<file path="src/rtl/dmem_dump_arbiter.sv">
// -----------------------------------------------------------------------------
// dmem_dump_arbiter
//
// Shares the single data-memory port between the CPU MEM stage and a dump
// engine that streams every memory word (index 0..DEPTH-1) out over a
// valid/ready channel, so a memory snapshot can be taken in hardware.
//
// The CPU has priority. While the dump is waiting for the port (FETCH), each
// cycle the CPU wins bumps a starvation counter; once it reaches MAX_WAIT the
// dump takes the port for one cycle and the CPU is stalled for that cycle only.
// Each word is captured into dump_data on its grant cycle, so later CPU writes
// cannot disturb a beat that is waiting for the sink.
//
// Ports
//   clk, rst_n                  clock, synchronous active-low reset
//   cpu_re/cpu_we/cpu_addr/
//   cpu_wdata                   MEM-stage access request
//   cpu_rdata                   read data back to MEM stage (= mem_rdata)
//   cpu_stall                   CPU access not performed this cycle
//   dump_start                  one-cycle start pulse (ignored while busy)
//   dump_busy                   dump in progress (FETCH/HOLD/DONE)
//   dump_done                   one-cycle pulse after the last beat
//   dump_valid/dump_ready       beat handshake
//   dump_index/dump_data        word index and captured word of the beat
//   mem_re/mem_we/mem_addr/
//   mem_wdata/mem_rdata         data-memory port (combinational read)
// -----------------------------------------------------------------------------
module dmem_dump_arbiter #(
    parameter int ADDR_W   = 5,
    parameter int DATA_W   = 32,
    parameter int DEPTH    = 32,
    parameter int MAX_WAIT = 4
) (
    input  logic              clk,
    input  logic              rst_n,
    input  logic              cpu_re,
    input  logic              cpu_we,
    input  logic [ADDR_W-1:0] cpu_addr,
    input  logic [DATA_W-1:0] cpu_wdata,
    output logic [DATA_W-1:0] cpu_rdata,
    output logic              cpu_stall,
    input  logic              dump_start,
    output logic              dump_busy,
    output logic              dump_done,
    output logic              dump_valid,
    input  logic              dump_ready,
    output logic [ADDR_W-1:0] dump_index,
    output logic [DATA_W-1:0] dump_data,
    output logic              mem_re,
    output logic              mem_we,
    output logic [ADDR_W-1:0] mem_addr,
    output logic [DATA_W-1:0] mem_wdata,
    input  logic [DATA_W-1:0] mem_rdata
);

    // Starvation counter only needs to reach MAX_WAIT; it saturates there.
    localparam int STARVE_W = (MAX_WAIT < 1) ? 1 : $clog2(MAX_WAIT + 1);
    localparam logic [STARVE_W-1:0] STARVE_MAX = STARVE_W'(MAX_WAIT);
    localparam logic [ADDR_W-1:0]   LAST_IDX   = ADDR_W'(DEPTH - 1);

    typedef enum logic [1:0] {
        ST_IDLE  = 2'd0,
        ST_FETCH = 2'd1,
        ST_HOLD  = 2'd2,
        ST_DONE  = 2'd3
    } state_t;

    state_t                state_r;
    logic [ADDR_W-1:0]     idx_r;
    logic [STARVE_W-1:0]   starve_r;
    logic [DATA_W-1:0]     dump_data_r;
    logic                  busy_r;
    logic                  valid_r;
    logic                  done_r;

    logic                  cpu_req_s;
    logic                  starve_full_s;
    logic                  dump_grant_s;
    logic                  cpu_stall_s;

    // Arbitration: the dump only competes for the port while in FETCH.
    always_comb begin
        cpu_req_s     = cpu_re | cpu_we;
        starve_full_s = (starve_r == STARVE_MAX);
        dump_grant_s  = 1'b0;
        cpu_stall_s   = 1'b0;
        if (state_r == ST_FETCH) begin
            // Dump gets the port when the CPU is idle, or forcibly once starved.
            dump_grant_s = (~cpu_req_s) | starve_full_s;
            cpu_stall_s  = cpu_req_s & starve_full_s;
        end else begin
            dump_grant_s = 1'b0;
            cpu_stall_s  = 1'b0;
        end
    end

    // Memory port mux: dump reads its current index, otherwise pass the CPU through.
    always_comb begin
        mem_re    = cpu_re;
        mem_we    = cpu_we;
        mem_addr  = cpu_addr;
        mem_wdata = cpu_wdata;
        if (dump_grant_s) begin
            // The dump never writes; a stalled CPU write is dropped this cycle.
            mem_re    = 1'b1;
            mem_we    = 1'b0;
            mem_addr  = idx_r;
            mem_wdata = {DATA_W{1'b0}};
        end else begin
            mem_re    = cpu_re;
            mem_we    = cpu_we;
            mem_addr  = cpu_addr;
            mem_wdata = cpu_wdata;
        end
    end

    // Dump FSM: state, word index, starvation count, captured word and handshake flags.
    always_ff @(posedge clk) begin
        if (!rst_n) begin
            state_r     <= ST_IDLE;
            idx_r       <= {ADDR_W{1'b0}};
            starve_r    <= {STARVE_W{1'b0}};
            dump_data_r <= {DATA_W{1'b0}};
            busy_r      <= 1'b0;
            valid_r     <= 1'b0;
            done_r      <= 1'b0;
        end else begin
            case (state_r)
                ST_IDLE: begin
                    done_r  <= 1'b0;
                    valid_r <= 1'b0;
                    if (dump_start) begin
                        state_r  <= ST_FETCH;
                        idx_r    <= {ADDR_W{1'b0}};
                        starve_r <= {STARVE_W{1'b0}};
                        busy_r   <= 1'b1;
                    end else begin
                        busy_r   <= 1'b0;
                    end
                end
                ST_FETCH: begin
                    if (dump_grant_s) begin
                        // Snapshot point for this word.
                        dump_data_r <= mem_rdata;
                        valid_r     <= 1'b1;
                        state_r     <= ST_HOLD;
                    end else if (!starve_full_s) begin
                        starve_r <= starve_r + STARVE_W'(1);
                    end else begin
                        starve_r <= starve_r;
                    end
                end
                ST_HOLD: begin
                    if (dump_ready) begin
                        valid_r <= 1'b0;
                        if (idx_r == LAST_IDX) begin
                            state_r <= ST_DONE;
                            done_r  <= 1'b1;
                        end else begin
                            idx_r    <= idx_r + ADDR_W'(1);
                            starve_r <= {STARVE_W{1'b0}};
                            state_r  <= ST_FETCH;
                        end
                    end else begin
                        valid_r <= 1'b1;
                    end
                end
                ST_DONE: begin
                    done_r  <= 1'b0;
                    busy_r  <= 1'b0;
                    state_r <= ST_IDLE;
                end
                default: begin
                    state_r <= ST_IDLE;
                    busy_r  <= 1'b0;
                    valid_r <= 1'b0;
                    done_r  <= 1'b0;
                end
            endcase
        end
    end

    assign cpu_rdata  = mem_rdata;
    assign cpu_stall  = cpu_stall_s;
    assign dump_busy  = busy_r;
    assign dump_done  = done_r;
    assign dump_valid = valid_r;
    assign dump_index = idx_r;
    assign dump_data  = dump_data_r;

endmodule

</file>
<file path="config.mk">
export PLATFORM = sky130hd
export DESIGN_NAME = dmem_dump_arbiter
export DESIGN_NICKNAME = d
export VERILOG_FILES = /design/src/rtl/dmem_dump_arbiter.sv
export SDC_FILE = /design/constraint.sdc
export NUM_CORES = 1
export LEC_CHECK = 0
export BUFFER_PORTS_ARGS = -buffer_cell sky130_fd_sc_hd__buf_2
export CAP_MARGIN = 40
export CORE_MARGIN = 8
export CORE_UTILIZATION = 35
export DETAILED_ROUTE_END_ITERATION = 12
export PLACE_DENSITY = 0.74
export SYNTH_ARGS = -nofsm -noshare
export SYNTH_HDL_FRONTEND = slang
export SYNTH_SLANG_ARGS = --single-unit
</file>
<file path="constraint.sdc">
create_clock -name clk -period 2.1 [get_ports clk]
set_input_delay 0.63 -clock clk [delete_from_list [all_inputs] [get_ports clk]]
set_output_delay 0.63 -clock clk [all_outputs]
set_load 0.02 [all_outputs]
</file>
==> results <==
- The flow ran to the end, but the final reports show violations.
- The final reports fail on negative setup slack.
- At the pin with the least slew margin, the transition time is 0.475 ns.
- The die is 101 um wide.
- The clock transition at the registers of the reported paths is 0.08 ns.
- The reported leakage power is ~2.0 nW.
- The number of antenna violations at the first check in global routing came to 0.
- The initial utilization of the core area, before any placement, comes to 0.355.
- The maximum fanout along the worst path is 10.
- The post-synthesis area per instance is 8.01 um^2.
- Yosys mapped the design onto 36 distinct sky130hd cell types.
- The count of flip-flops with a built-in enable after synthesis is 0.
- The cell chosen for the clock root is sky130_fd_sc_hd__clkbuf_8.
- The clock tree from TritonCTS is done.
- At the worst endpoint, the required time is 1.47 ns.
- The register bit total from synthesis is 45.
- The total overflow left after global routing is 0.
- The congestion estimate from routability-driven global placement came to 0.817.
- The cell depth of the worst hold path is 2.
- Measured against the total synthesized area, the mux share comes to 0.00395.
- The number of nets in the synthesized netlist is 399.
- Summing over every cut layer, the via total after detailed routing is 2646.
- The antenna violation net count after detailed routing is 0.
- After layout, the minimum clock period comes to 2.31 ns.
- The total inserted antenna cells is 0.
- The primary flip-flop cell chosen by synthesis mapping is sky130_fd_sc_hd__dfxtp_1.
- The final count of negative-setup-slack endpoints is 38.
- The share of the core filled with cells is 0.562.
- The number of port buffers is 186.
- The launching element type of the critical path is an input pin.
- The maximum resistive drop on vdd is 0.400 mV.
- The count of H-tree levels built during CTS is 2.
- The post-detailed-route DRC marker count is 0.
- In this run the tightest slew margin relative to its limit is 0.683.
- The post-synthesis sequential area ratio is 0.356.
- Of the total synthesized cell area, the portion taken by XOR and XNOR cells is 0.
- Of the total synthesized cell area, the portion taken by AND, OR, NAND and NOR gates is 0.283.
- The library cell occupying the most area in the post-synthesis netlist is sky130_fd_sc_hd__dfxtp_1.
- The share of synthesized registers carrying an async set or reset is 0.
- The chip height is 101 um.
- The highest clock rate is 0.433 GHz.
- Setup repair after global routing could not meet its margin everywhere.
- The initialized floorplan defines 31 standard-cell rows.
- After filler insertion, the fill cell instance count of the layout stands at 665.
- The path depth of the worst reg2reg path is 7.
- The top-area cell type share of the netlist area is 0.356.
- The arrival time at the worst endpoint is 1.68 ns.
- The area fraction in compound gates after synthesis is 0.167.
- The number of vias per cell after detailed routing is 4.57.
- The number of max-slew violations in the final report came to 0.
- Synthesis handed over a netlist of approximately 320 instances.
- The tool flagged a number of max-cap violations equal to 0.
- The final hold violation count came to 0.
- After the first detailed-routing iteration, the DRC count stood at between 60 and 70.
- In this run the deepest clock path goes through 2 buffers.
- Once layout is done, the placed cells without fillers occupy 4010 um^2.
- Summing every instance area after synthesis gives 2530 um^2.
- By area the synthesized netlist is led by sky130_fd_sc_hd__dfxtp_1, sky130_fd_sc_hd__nand2_1, sky130_fd_sc_hd__buf_4, sky130_fd_sc_hd__a21boi_1, sky130_fd_sc_hd__and2_1.
- For this run, the total global-route usage over all layers was measured as 0.164.
- The number of iterations in the first detailed-routing pass is 4.
- The instance area after placement is 3380 um^2.
- The total wirelength of the detailed-routed design is 8930 um.
- After layout, the worst setup slack is -0.209 ns.
- The number of global-route vias before repair is approximately 2600.
- Compared with the post-synthesis result, the final layout area differs by 58.3%.
- The fraction of the cycle the final worst path needs is 1.10.
- The number of clock sinks is 45.
- The number of buffers added to fix hold violations after cts is 0.
- The count of boundary I/O pins is 187.
- The core footprint is just over 7000 um^2.
- The class of the tightest hold or removal check is reg -> reg.
- Dividing the detail-routed wire length by the instance count gives 15.4 um.
- For this run, the post-layout net count is about 560.
- Entering global routing, the biggest net connects 30 pins.
- The start-to-end type of the worst setup path is in -> out.
- The nature of the critical path endpoint is an output port.
- The power per cell area is 772 nW/um^2.
- The latest clock arrival within the worst-skew pair is 0.31 ns.
- Clock skew on the completed layout was measured at 0.00967 ns.
- The adder-cell share of the synthesized area is 0.0395.
- The total of warnings raised by yosys is 0.
- The number of clock buffers added by TritonCTS is 5.
- The die outline area is 10200 um^2.
- The largest family of logic cells by synthesized area is simple AND/OR/NAND/NOR gates.
- Of the cells placed in the final design, the portion with a size suffix greater than 1 is 0.565.
- Summed over all nets, the half-perimeter wirelength after detailed placement is 6450 um.
- The first global-routing pass estimated 13400 um of wire.
-- where the power goes --
group          switching, mW  leakage, nW  internal [mW]
clock                  0.302       0.0512          0.267
combinational          0.803         1.55          0.732
sequential            0.0507        0.366          0.938
-- placed cells by master (no fill, tap or decap), types with 3 or more instances in the layout --
cell type	n
sky130_fd_sc_hd__buf_6	40
sky130_fd_sc_hd__buf_2	148
sky130_fd_sc_hd__buf_12	3
sky130_fd_sc_hd__o22ai_1	3
sky130_fd_sc_hd__inv_2	3
sky130_fd_sc_hd__nand4_1	3
sky130_fd_sc_hd__nand2_2	6
sky130_fd_sc_hd__nand3_1	4
sky130_fd_sc_hd__clkbuf_8	6
sky130_fd_sc_hd__dfxtp_2	4
sky130_fd_sc_hd__a21oi_1	4
sky130_fd_sc_hd__and2_1	3
sky130_fd_sc_hd__buf_16	3
sky130_fd_sc_hd__nand2_1	82
sky130_fd_sc_hd__o21ai_0	3
sky130_fd_sc_hd__a21boi_1	32
sky130_fd_sc_hd__and2_4	29
sky130_fd_sc_hd__ha_1	6
sky130_fd_sc_hd__dfxtp_1	41
sky130_fd_sc_hd__nor2b_1	5
sky130_fd_sc_hd__buf_4	13
-- worst max-delay path: stages --
cell                        delay, ns
sky130_fd_sc_hd__buf_2           0.12
sky130_fd_sc_hd__a2bb2oi_4       0.16
sky130_fd_sc_hd__nand2b_4        0.16
sky130_fd_sc_hd__buf_12          0.14
sky130_fd_sc_hd__buf_16          0.14
sky130_fd_sc_hd__and2_2          0.19
sky130_fd_sc_hd__buf_6           0.13
-- routing by layer --
layer  share of wire  vias to the layer above  GRT usage
li1                -                     1318          -
met1            0.39                     1222      0.198
met2            0.52                       93      0.272
met3           0.071                       13     0.0428
met4           0.017                        0     0.0561
met5               0                        -          0
-- sequential cells by signal, indices dropped and copies added, names as in the netlist --
| signal | flops |
|---|---|
| dump_busy | 1 |
| dump_data | 32 |
| dump_done | 1 |
| dump_index | 5 |
| dump_valid | 1 |
| starve_r | 3 |
| state_r | 2 |
-- through the flow --
step / TNS, ns / power [mW] / hold slack (ns) / cells / setup WS (ns)
after floorplan: -0.0608 / 1.82 / 0.463 / 316 / -0.0122
after global placement: -5.49 / 2.16 / 0.438 / 562 / -0.166
after detailed placement: -6.43 / 2.18 / 0.442 / 562 / -0.196
after CTS: -6.76 / 3.06 / 0.454 / 578 / -0.185
after global routing: -10.29 / 3.28 / 0.476 / 579 / -0.284
final: -7.22 / 3.09 / 0.452 / 579 / -0.209
-- path summary, 6_finish.rpt --
path	from	end	slack (ns)
min	dump_data[8]	dump_data[8]	0.45
min reg2reg	dump_data[8]	dump_data[8]	0.45
max reg2reg	dump_index[0]	starve_r[1]	0.14
max	cpu_we	mem_wdata[7]	-0.21
-- cell families after synthesis --
| kind of cell | Yosys count |
|---|---|
| simple gates | 150 |
| flops | 45 |
| compound gates | 55 |
| buf+inv | 57 |
| fa+ha+maj | 8 |
| mux | 1 |
-- area by class of cell --
type                    count  area (um^2)  share of cell area
multi-input cells         214         1410               0.351
flip-flops and latches     45          906               0.226
repair buffers            208         1460               0.363
well taps                  99          124              0.0309
clock inverters             2         13.8             0.00343
inverters                   5         18.8             0.00468
clock buffers               6         82.6              0.0206
-- cell usage after synthesis, drive strengths merged, types with 2 or more instances --
library cell   n
nand4          3
nor2           3
nor3b          3
nand3          4
clkbuf         8
and2          34
a21boi        34
buf           44
o22ai          3
inv            5
ha             8
a211o          2
nand2b         3
o21ai          3
a22oi          2
a21oi          4
nand2         90
dfxtp         45
nor2b          6
-- repair_timing --
action	in CTS	in global routing
resized for setup	109	27
setup endpoints to repair	40	45
setup buffers	5	0
gates cloned	3	1
pin swaps	3	12
Power figures use the tool's default switching activity.
